--- src/rtl/led_flash_multi.sv ---
// led_flash_multi
//   Multi-channel LED flasher. A shared prescaler divides clk down to a
//   tick of TICK_HZ. Each channel runs independently as OFF, ON, BLINK
//   (50% duty, half-period counted in ticks) or PULSE (a single flash
//   that turns itself off).
//
// Ports
//   clk              system clock
//   rst              synchronous active-high reset
//   cfg_valid        config write request
//   cfg_ready        block can accept config (registered)
//   cfg_chan         channel index to configure
//   cfg_mode         0=OFF, 1=ON, 2=BLINK, 3=PULSE
//   cfg_half_period  phase length in ticks (0 is treated as 1)
//   cfg_err          one-cycle pulse: accepted write named a missing channel
//   led              LED drive, bit i = channel i (registered)
//   busy             bit i high while channel i runs a PULSE
//
// Config handshake: a write is accepted on a rising edge of clk where
// cfg_valid and cfg_ready are both high. cfg_ready rises on the first edge
// after reset is released and then stays high, so the producer may hold
// cfg_valid for one cycle per write. cfg_chan/cfg_mode/cfg_half_period are
// only looked at on an accepting edge.
module led_flash_multi #(
    parameter int CLK_HZ   = 100_000_000,
    parameter int TICK_HZ  = 1000,
    parameter int N_LEDS   = 4,
    parameter int PERIOD_W = 12,
    localparam int CW      = (N_LEDS > 1) ? $clog2(N_LEDS) : 1
) (
    input  logic                clk,
    input  logic                rst,
    input  logic                cfg_valid,
    output logic                cfg_ready,
    input  logic [CW-1:0]       cfg_chan,
    input  logic [1:0]          cfg_mode,
    input  logic [PERIOD_W-1:0] cfg_half_period,
    output logic                cfg_err,
    output logic [N_LEDS-1:0]   led,
    output logic [N_LEDS-1:0]   busy
);

    localparam int DIV = CLK_HZ / TICK_HZ;
    localparam int PW  = (DIV > 1) ? $clog2(DIV) : 1;

    localparam logic [1:0] MODE_OFF   = 2'd0;
    localparam logic [1:0] MODE_ON    = 2'd1;
    localparam logic [1:0] MODE_BLINK = 2'd2;
    localparam logic [1:0] MODE_PULSE = 2'd3;

    generate
        if (DIV < 2) begin : g_div_check
            $error("led_flash_multi: CLK_HZ/TICK_HZ must be at least 2");
        end
        if (N_LEDS < 1 || N_LEDS > 16) begin : g_nleds_check
            $error("led_flash_multi: N_LEDS must be in 1..16");
        end
    endgenerate

    // ------------------------------------------------------------------
    // Shared prescaler: free running, only reset clears it
    // ------------------------------------------------------------------
    logic [PW-1:0] pre_q;
    logic          tick;

    assign tick = (pre_q == PW'(DIV - 1));

    always_ff @(posedge clk) begin
        if (rst) begin
            pre_q <= '0;
        end else if (tick) begin
            pre_q <= '0;
        end else begin
            pre_q <= pre_q + PW'(1);
        end
    end

    // ------------------------------------------------------------------
    // Per-channel state
    // ------------------------------------------------------------------
    logic [1:0]          mode_q [N_LEDS];
    logic [1:0]          mode_n [N_LEDS];
    logic [PERIOD_W-1:0] hp_q   [N_LEDS];
    logic [PERIOD_W-1:0] hp_n   [N_LEDS];
    logic [PERIOD_W-1:0] cnt_q  [N_LEDS];
    logic [PERIOD_W-1:0] cnt_n  [N_LEDS];
    logic [N_LEDS-1:0]   led_q, led_n;
    logic [N_LEDS-1:0]   busy_q, busy_n;
    logic                ready_q;
    logic                err_q, err_n;

    logic                accept;
    logic                chan_ok;
    logic [PERIOD_W-1:0] cfg_hp;

    assign accept  = cfg_valid && ready_q;
    assign chan_ok = (32'(cfg_chan) < N_LEDS);
    assign cfg_hp  = (cfg_half_period == '0) ? PERIOD_W'(1) : cfg_half_period;

    // State register
    always_ff @(posedge clk) begin
        if (rst) begin
            for (int i = 0; i < N_LEDS; i++) begin
                mode_q[i] <= MODE_OFF;
                hp_q[i]   <= PERIOD_W'(1);
                cnt_q[i]  <= '0;
            end
            led_q   <= '0;
            busy_q  <= '0;
            ready_q <= 1'b0;
            err_q   <= 1'b0;
        end else begin
            for (int i = 0; i < N_LEDS; i++) begin
                mode_q[i] <= mode_n[i];
                hp_q[i]   <= hp_n[i];
                cnt_q[i]  <= cnt_n[i];
            end
            led_q   <= led_n;
            busy_q  <= busy_n;
            ready_q <= 1'b1;
            err_q   <= err_n;
        end
    end

    // Next-state logic
    always_comb begin
        for (int i = 0; i < N_LEDS; i++) begin
            mode_n[i] = mode_q[i];
            hp_n[i]   = hp_q[i];
            cnt_n[i]  = cnt_q[i];
        end
        led_n  = led_q;
        busy_n = busy_q;
        err_n  = accept && !chan_ok;

        for (int i = 0; i < N_LEDS; i++) begin
            // Phase counting only runs in BLINK and PULSE; OFF/ON keep
            // the counter parked at zero.
            if (tick && (mode_q[i] == MODE_BLINK || mode_q[i] == MODE_PULSE)) begin
                if (cnt_q[i] == hp_q[i] - PERIOD_W'(1)) begin
                    cnt_n[i] = '0;
                    if (mode_q[i] == MODE_BLINK) begin
                        led_n[i] = ~led_q[i];
                    end else begin
                        led_n[i]  = 1'b0;
                        busy_n[i] = 1'b0;
                        mode_n[i] = MODE_OFF;
                    end
                end else begin
                    cnt_n[i] = cnt_q[i] + PERIOD_W'(1);
                end
            end

            // A write to this channel overrides whatever the tick did.
            if (accept && chan_ok && (cfg_chan == CW'(i))) begin
                mode_n[i] = cfg_mode;
                hp_n[i]   = cfg_hp;
                cnt_n[i]  = '0;
                led_n[i]  = (cfg_mode != MODE_OFF);
                busy_n[i] = (cfg_mode == MODE_PULSE);
            end
        end
    end

    // Outputs
    assign cfg_ready = ready_q;
    assign cfg_err   = err_q;
    assign led       = led_q;
    assign busy      = busy_q;

endmodule

--- config.mk ---
export PLATFORM = sky130hd
export DESIGN_NAME = led_flash_multi
export DESIGN_NICKNAME = d
export VERILOG_FILES = /design/src/rtl/led_flash_multi.sv
export SDC_FILE = /design/constraint.sdc
export NUM_CORES = 1
export LEC_CHECK = 0
export CORE_MARGIN = 2
export CORE_UTILIZATION = 45
export DETAILED_ROUTE_END_ITERATION = 7
export PLACE_DENSITY = 0.65
export SETUP_SLACK_MARGIN = 0.4
export SKIP_CTS_REPAIR_TIMING = 1
export SYNTH_ARGS = -nofsm -noshare
export SYNTH_HDL_FRONTEND = slang
export SYNTH_SLANG_ARGS = --single-unit
--- constraint.sdc ---
create_clock -name clk -period 3.1 [get_ports clk]
set_input_delay 0.62 -clock clk [delete_from_list [all_inputs] [get_ports clk]]
set_output_delay 0.62 -clock clk [all_outputs]
set_load 0.02 [all_outputs]
==> results.py, run 1 <==
metrics = {
    "sta": {
        "slew_violations": 0,
        "fin_crit_sh_pct": 83.5,
        "relSlewSlack_pct": 52.3,
        "setup_viol": 0,
        "max_freq_mhz": 386,
        "fin_worst_skew_ns": 0.00821,
        "min_period_ns": 2.59,
        "fin_tns_setup_ns": 0,
        "rsz0062_at_grt": "no",
        "hold_viol": 0,
        "worst-slew-pin-transition_ns": 0.709,
    },
    "place": {
        "dpl.hpwl_um": 11900,
        "gp_congestion": 0.835,
        "place_area_um2": 7360,
        "dp_cells": 1078,
        "port_buffers": 27,
    },
    "worst_setup_path": {
        "crit_arrival_ns": 2.90,
        "worst_setup_path_end_kind": "flip-flop",
        "path_max_fanout": 6,
        "cp-start-kind": "flip-flop",
        "crit_required_ns": 3.41,
        "critPathKind": "reg -> reg",
    },
    "global_route": {
        "grt_max_degree": 55,
        "grt_remaining_overflow": 0,
        "antenna_found_initial": 0,
        "grt_pass1_vias": 5602,
        "grt_pass1_wl_um": 27900,
        "grtUsageTotal_pct": 21.2,
    },
    "cts": {
        "numCtsBuffers": 17,
        "cts_buffer_depth": 2,
        "cts_root_buf": "clkbuf_16",
        "cts_max_level": 4,
        "clk_pin_slew_ns": 0.06,
        "clkSinkCount": 130,
        "tritoncts": "yes",
        "clk_latency_ns": 0.42,
    },
    "routing": {
        "detail_route.iter0.violations": 494,
        "drt_wl_total_um": 17000,
        "viasPerCell": 5.57,
        "drc": 0,
        "ant_nets": 0,
        "via_count": 6201,
        "dr.pass1.iters": 5,
        "wire_per_inst_um": 15.3,
    },
    "power_and_ir_drop": {
        "power_density_nw_per_um2": 494,
        "p_int_mw": 3.08,
        "switching_share_pct": 22.9,
        "comb_power_share_pct": 6.8,
        "clkPwrFrac_pct": 50.0,
        "seq_power_share_pct": 43.2,
        "switchingPower_mw": 0.917,
        "p_leak_nw": 2.99,
        "vdd_drop_max_uv": 375,
    },
    "yosys": {
        "syn_area_um2": 6940,
        "synth-seq-area-share_pct": 37.5,
        "yosysWarningCount": 0,
        "yosys.area.top_type": "dfxtp_1",
        "synthCells": 891,
        "synth_top_area_share_pct": 37.5,
        "ys.flop_type": "dfxtp_1",
        "yosys_register_bits": 130,
        "synth_edf_count": 0,
        "syn_area_per_cell_um2": 7.79,
        "synth_fp_nets": 919,
        "async_flop_share_pct": 0,
        "synth_cell_type_count": 59,
        "synthTopCellsByArea": "dfxtp_1, nand2_1, xor2_1, xnor2_1, nor2_1",
    },
    "die": {
        "initial_utilization_pct": 45.8,
        "die_h_um": 128,
        "die_area_um2": 16400,
        "rows": 45,
        "core_um2": 15100,
        "pin_count": 29,
        "fp.dieW_um": 128,
    },
    "cells_and_area": {
        "fin_cells": 1114,
        "diodes": 0,
        "layout-drive-gt1-share_pct": 9.07,
        "postLayoutCellArea_um2": 8100,
        "fin_util_pct": 53.5,
        "fin_nets": 941,
        "area_growth_pct": 16.6,
    },
    "status": {
        "status": "completed",
    },
    "job": {
        "maxCapViolations": 0,
    },
    "worst_hold_path": {
        "hold_path_class": "reg -> reg",
    },
}
[synthesized netlist by cell type (4+ instances only)]
cell type and number:
o211ai_1 9, and4_1 5, o21ai_0 10, buf_2 5
and2_1 4, mux2i_1 8, buf_4 5, nand4_1 24
o22ai_1 9, nand3_1 38, nor2_1 111, a211oi_1 4
or4_1 6, nand2b_1 5, xnor2_1 50, a211o_1 5
or3_1 9, xor2_1 59, a31oi_1 4, inv_1 26
or2_2 4, a21oi_1 64, and3_1 16, ha_1 9
and3_2 4, nor3_1 23, nand2_1 151, nor4_1 12
nor2b_1 6, clkbuf_1 27, nor4b_1 4, a2111oi_0 6
dfxtp_1 130, buf_1 4
[power groups by stage]
stage          Combinational, mW  Clock [mW]  Sequential [mW]
4_1_cts                    0.263        2.02             1.73
2_1_floorplan              0.170           0             1.75
3_5_place_dp               0.259           0             1.76
6_report                   0.273        2.00             1.73
5_1_grt                    0.300        2.11             1.73
3_3_place_gp               0.259           0             1.76
[sequential cells by signal, indices dropped and copies added (netlist names)]
signal and flops:
busy 4, cfg_ready 1, cnt_q 48, hp_q 48
led 4, mode_q 8, pre_q 17
[worst paths after layout]
path                 start  endpoint  slack (ns)  depth (start not counted)
setup / recovery  pre_q[6]    led[3]        0.51                          7
hold / removal    pre_q[0]  pre_q[0]        0.45                          1
setup reg to reg  pre_q[6]    led[3]        0.51                          7
hold reg to reg   pre_q[0]  pre_q[0]        0.45                          1
[metrics by stage]
stage,hold WS (ns),setup WS [ns],power (mW)
final,0.453,0.513,4.00
after global routing,0.484,0.402,4.14
after CTS,0.457,0.230,4.01
after detailed placement,0.445,0.267,2.02
after global placement,0.433,0.332,2.02
after floorplan,0.418,0.589,1.93
[layout by cell type, fill, tap and decap left out, types with 20 or more instances in the layout]
| cell type | netlist | routed |
|---|---|---|
| nand2_1 | 151 | 147 |
| dfxtp_1 | 130 | 127 |
| nor2_1 | 111 | 111 |
| a21oi_1 | 64 | 64 |
| xor2_1 | 59 | 59 |
| xnor2_1 | 50 | 50 |
| nand3_1 | 38 | 37 |
| inv_1 | 26 | 26 |
| clkdlybuf4s50_1 | 0 | 26 |
| nand4_1 | 24 | 24 |
| nor3_1 | 23 | 20 |
[per-layer routing]
layer / wire, um / part of all wire (%) / GRT usage, % / vias to the layer above
met5: 0 / 0 / 0 / -
met4: 195 / 1.1 / 6.59 / 0
met3: 938 / 5.5 / 4.80 / 16
met2: 7770 / 46 / 33.7 / 144
met1: 8100 / 48 / 28.8 / 2913
li1: - / - / - / 3128
[worst max-delay path, stage by stage, from the launching register on]
cell and delay (ns):
dfxtp_4 0.37, or4b_4 0.53, nor4_4 0.27, buf_4 0.18, and3_4 0.19, nand3_2 0.08, or4_4 0.58, a311o_1 0.28
[cells by family (layout without fill, tap and decap cells)]
kind of cell	after synthesis	after routing	synth area share, %
DFF	130	130	37.5
buffers and inverters	67	101	3.98
AOI/OAI and AO/OA	130	130	11.6
other	1	1	0.0540
adders and majority gates	9	9	1.62
muxes	8	8	1.15
xor gates and xnor gates	109	109	13.7
and+or+nand+nor	437	438	30.4
[layout make-up]
type                            count  area, um^2
Clock buffer                       21         450
Inverter                           26        97.6
Multi-Input combinational cell    695        4190
Clock inverter                     11         136
Tap cell                          188         235
Sequential cell                   130        2610
Timing Repair Buffer               43         385
Fill cell                        1431        7050
Note: power is estimated with default switching activity, not from simulation.
==> run 2: changes to the inputs <==
- PLACE_DENSITY: 0.65 -> 0.67
- clock period: 3.1 -> 2.15 ns (I/O delays scaled with it)
==> run 2 against run 1 <==
The run now ends with negative setup slack left. Flip-flop and latch count unchanged. Worst hold slack worse by 0.071 ns. Maximum frequency increased by 10%. Non-clock buffer count increased by 126. Power up 58%. Critical endpoint is now cnt_q[3][11]. Largest power group unchanged. Count of clock-buffer cells in the layout decreased by 3. Wire length is 12% higher.
==> results.py, run 2 (synthesis gave the netlist of run 1 again) <==
metrics = {
    "status": {
        "status": "finished, violations left",
        "failed_checks": "negative setup slack",
    },
    "cells_and_area": {
        "area_growth_pct": 39.1,
        "fin_nets": 1066,
        "layout-drive-gt1-share_pct": 27.1,
        "final_common_cell": "nand2_1",
        "reg_top3": "cnt_q (48), hp_q (48), pre_q (17)",
        "multi_input_area_um2": 4590,
        "seqCellArea_um2": 2620,
        "fin_cells": 1238,
        "diodes": 0,
        "final_cell_mix": "nand2_1, buf_4, dfxtp_1",
        "nFillCells": 1255,
    },
    "cts": {
        "tritoncts": "yes",
        "cts_buffer_depth": 2,
        "clkSinkCount": 130,
        "clk_pin_slew_ns": 0.06,
        "cts_max_level": 4,
        "numCtsBuffers": 17,
        "clk_latency_ns": 0.42,
        "cts_root_buf": "clkbuf_16",
    },
    "global_route": {
        "antenna_found_initial": 0,
        "grt_max_degree": 22,
        "grt_remaining_overflow": 0,
        "grt_pass1_vias": 6273,
        "grtUsageTotal_pct": 22.9,
        "grt_pass1_wl_um": 30100,
    },
    "routing": {
        "via_count": 6704,
        "viasPerCell": 5.42,
        "ant_nets": 0,
        "wire_per_inst_um": 15.4,
        "drt_wl_total_um": 19100,
        "dr.pass1.iters": 7,
        "detail_route.iter0.violations": 530,
        "drc": 0,
    },
    "job": {
        "maxCapViolations": 0,
    },
    "power_and_ir_drop": {
        "seq_power_share_pct": 39.4,
        "vdd_drop_max_uv": 631,
        "p_int_mw": 4.87,
        "comb_power_share_pct": 8.8,
        "power_density_nw_per_um2": 653,
        "clkPwrFrac_pct": 51.9,
        "switchingPower_mw": 1.44,
        "switching_share_pct": 22.8,
        "power_mw": 6.30,
        "p_leak_nw": 3.85,
    },
    "sta": {
        "hold_viol": 0,
        "fin_tns_setup_ns": -8.50,
        "fin_crit_sh_pct": 109,
        "min_period_ns": 2.35,
        "worst-slew-pin-transition_ns": 0.494,
        "setup_viol": 64,
        "rsz0062_at_grt": "yes",
        "max_freq_mhz": 425,
        "slew_violations": 0,
        "fin_worst_skew_ns": 0.00638,
        "relSlewSlack_pct": 66.7,
        "worst_slack_ns": -0.203,
    },
    "worst_setup_path": {
        "cp-start-kind": "flip-flop",
        "reg2regPathDepth": 10,
        "crit_arrival_ns": 2.67,
        "crit_required_ns": 2.46,
        "worst_setup_path_end_kind": "flip-flop",
        "critPathKind": "reg -> reg",
        "path_max_fanout": 12,
    },
    "die": {
        "core_um2": 15100,
        "die_h_um": 128,
        "fp.dieW_um": 128,
        "pin_count": 29,
        "rows": 45,
        "initial_utilization_pct": 45.8,
        "die_area_um2": 16400,
    },
    "place": {
        "dp_cells": 1197,
        "dpl.hpwl_um": 13200,
        "gp_congestion": 0.879,
        "port_buffers": 27,
    },
    "worst_hold_path": {
        "hold_depth": 2,
        "hold_path_class": "in -> reg",
    },
}
-- run 2: changes by cell type in the layout (fill, tap and decap cells not counted), moves of 7 or more --
cell	delta
nor2_4	+14
dfxtp_2	+9
dfxtp_1	-9
nor2_1	-19
clkdlybuf4s50_1	-9
buf_4	+115
nand3_2	+7
inv_1	-7
nand3_1	-7
dlymetal6s2s_1	+9
-- run 2: layer usage --
metal / GRT usage [%] / wire (um) / vias to the layer above
met5: 0 / 0 / -
met2: 37.8 / 9330 / 160
met1: 30.5 / 8550 / 3157
met3: 4.51 / 1010 / 19
li1: - / - / 3368
met4: 6.14 / 194 / 0
-- run 2: final cells by class --
type | count | share of cell area [%]
sequential | 130 | 27.1
timing repair buffer | 169 | 15.0
clock buffer | 18 | 4.44
inverter | 26 | 1.06
clock inverter | 13 | 2.42
tap | 188 | 2.44
multi-input combinational | 694 | 47.5
-- run 2: worst paths after layout --
path               startpoint           end  slack (ns)
setup reg to reg   hp_q[3][1]  cnt_q[3][11]       -0.20
hold reg to reg   hp_q[2][11]   hp_q[2][11]        0.48
setup / recovery   hp_q[3][1]  cnt_q[3][11]       -0.20
hold / removal            rst      pre_q[2]        0.38
-- run 2: per-stage QoR --
step	utilization [%]	hold WS, ns	cell area, um^2	setup slack, ns
after global placement	55.7	0.461	8440	-0.207
final	63.8	0.383	9660	-0.203
after floorplan	-	0.418	7120	-0.242
after global routing	63.8	0.380	9660	-0.287
after detailed placement	55.7	0.465	8440	-0.241
after CTS	60.1	0.368	9100	-0.256
-- run 2: critical path: stages (launching register included) --
cell and delay (ns):
dfxtp_2 0.32, inv_2 0.06, ha_4 0.12, nor3b_4 0.26, a31oi_2 0.14, o32a_1 0.30
a21bo_1 0.17, or4_4 0.58, nand2_2 0.12, buf_12 0.13, nor2_1 0.05
-- run 2: power by group through the flow --
stage                     clock network, mW  registers, mW  logic [mW]
final                                  3.27           2.48       0.553
after global routing                   3.41           2.48       0.599
after CTS                              3.31           2.48       0.501
after detailed placement                  0           2.53       0.496
after global placement                    0           2.53       0.492
after floorplan                           0           2.53       0.267
==> run 3: changes to the inputs <==
- SETUP_SLACK_MARGIN: 0.4 -> unset
==> run 3 against run 2 <==
The flow still finishes with violations (negative setup slack). Highest routed layer unchanged. Maximum frequency shrank 4.4%. Clock power shrank 19%. Worst hold slack worse by 0.052 ns. Wire length is 1.5% lower. Setup slack worse by 0.11 ns. Critical endpoint is now led[3].
==> results.py, run 3 (synthesis gave the netlist of run 1 again) <==
metrics = {
    "power_and_ir_drop": {
        "vdd_drop_max_uv": 532,
        "switchingPower_mw": 1.42,
        "clkPwrFrac_pct": 46.7,
        "power_mw": 5.70,
        "power_density_nw_per_um2": 600,
        "switching_share_pct": 24.9,
        "p_int_mw": 4.28,
        "p_leak_nw": 3.67,
        "comb_power_share_pct": 9.8,
        "seq_power_share_pct": 43.5,
    },
    "sta": {
        "hold_viol": 0,
        "max_freq_mhz": 406,
        "min_period_ns": 2.46,
        "slew_violations": 0,
        "fin_crit_sh_pct": 114,
        "fin_worst_skew_ns": 0.00802,
        "relSlewSlack_pct": 52.6,
        "worst_slack_ns": -0.311,
        "fin_hold_ws_ns": 0.331,
        "setup_viol": 64,
        "rsz0062_at_grt": "yes",
        "worst-slew-pin-transition_ns": 0.709,
    },
    "worst_setup_path": {
        "worst_setup_path_end_kind": "flip-flop",
        "crit_required_ns": 2.46,
        "crit_arrival_ns": 2.77,
        "cp-start-kind": "flip-flop",
        "worstPathCellList": "inv_2 > ha_4 > nor3b_4 > a31oi_2 > o32a_1 > a21bo_1 > or4_4 > a311o_1",
        "crit_path_top_delay_cell": "or4_4",
        "path_max_fanout": 5,
        "critPathKind": "reg -> reg",
        "critPathMaxStageDelay_ns": 0.57,
    },
    "routing": {
        "viasPerCell": 5.39,
        "dr.pass1.iters": 5,
        "drc": 0,
        "drt_wl_total_um": 18800,
        "via_count": 6725,
        "wire_per_inst_um": 15.1,
        "ant_nets": 0,
        "detail_route.iter0.violations": 476,
    },
    "worst_hold_path": {
        "hold_path_class": "in -> reg",
    },
    "cts": {
        "numCtsBuffers": 17,
        "clkSinkCount": 130,
        "cts_max_level": 4,
        "clk_pin_slew_ns": 0.06,
        "cts_root_buf": "clkbuf_16",
        "cts_buffer_depth": 2,
        "tritoncts": "yes",
        "clk_latency_ns": 0.42,
    },
    "cells_and_area": {
        "final_cell_mix": "nand2_1, buf_4, dfxtp_1",
        "diodes": 0,
        "reg_top3": "cnt_q (48), hp_q (48), pre_q (17)",
        "layout-drive-gt1-share_pct": 26.1,
        "final_common_cell": "nand2_1",
        "postLayoutCellArea_um2": 9500,
        "fin_nets": 1074,
        "fin_util_pct": 62.7,
        "area_growth_pct": 36.8,
    },
    "die": {
        "core_um2": 15100,
        "die_area_um2": 16400,
        "rows": 45,
        "pin_count": 29,
        "fp.dieW_um": 128,
        "die_h_um": 128,
        "initial_utilization_pct": 45.8,
    },
    "place": {
        "port_buffers": 27,
        "gp_congestion": 0.861,
        "dpl.hpwl_um": 13300,
        "place_area_um2": 8430,
    },
    "job": {
        "maxCapViolations": 0,
    },
    "global_route": {
        "grt_pass1_wl_um": 30000,
        "grt_pass1_vias": 6307,
        "antenna_found_initial": 0,
        "grt_max_degree": 26,
        "grtUsageTotal_pct": 22.8,
        "grt_remaining_overflow": 0,
    },
    "status": {
        "status": "finished, violations left",
        "failed_checks": "negative setup slack",
    },
}
[run 3: cell types whose count changed in the layout (fill, tap and decap cells not counted), moves of 6 or more]
cell | previous run | this run
buf_4 | 131 | 141
nor2_4 | 14 | 4
clkdlybuf4s50_1 | 17 | 26
dlymetal6s2s_1 | 9 | 0
nor2_1 | 92 | 99
bufinv_16 | 6 | 0
[run 3: per-stage QoR]
stage | setup slack, ns | TNS (ns) | std cells
after floorplan | -0.242 | -4.54 | 891
after global placement | -0.223 | -7.75 | 1201
after detailed placement | -0.265 | -9.49 | 1201
after CTS | -0.329 | -10.94 | 1233
after global routing | -0.412 | -18.36 | 1247
final | -0.311 | -10.96 | 1247
[run 3: final cells by class]
| type | count | area [um^2] |
|---|---|---|
| Fill cell | 1283 | 5650 |
| Multi-Input combinational cell | 695 | 4550 |
| Sequential cell | 130 | 2620 |
| Timing Repair Buffer | 176 | 1450 |
| Clock buffer | 23 | 488 |
| Tap cell | 188 | 235 |
| Inverter | 26 | 100 |
| Clock inverter | 9 | 56.3 |
[run 3: critical path: cells and delay by family, from the launching register on]
family	cells	cell delay (ns)
adders and majority gates	1	0.12
DFF	1	0.33
buffers and inverters	1	0.06
and+or+nand+nor	2	0.84
AOI/OAI and AO/OA	4	0.99
[run 3: per-layer routing]
layer | vias up | part of all wire [%] | GRT usage [%]
met2 | 155 | 47 | 37.6
met3 | 30 | 5.4 | 4.05
met5 | - | 0 | 0
met1 | 3144 | 46 | 30.4
met4 | 0 | 1.8 | 7.11
li1 | 3396 | - | -
[run 3: path summary, 6_finish.rpt]
kind / from / end / depth (start not counted) / slack, ns
setup reg to reg: hp_q[3][0] / led[3] / 8 / -0.31
hold / removal: rst / mode_q[3][0] / 2 / 0.33
hold reg to reg: mode_q[3][0] / mode_q[3][0] / 2 / 0.48
setup / recovery: hp_q[3][0] / led[3] / 8 / -0.31
[run 3: power groups by stage]
stage	Sequential [mW]	Clock (mW)	Combinational [mW]
3_5_place_dp	2.53	0	0.490
4_1_cts	2.48	2.70	0.495
6_report	2.48	2.66	0.558
3_3_place_gp	2.53	0	0.485
2_1_floorplan	2.53	0	0.262
5_1_grt	2.49	2.82	0.605
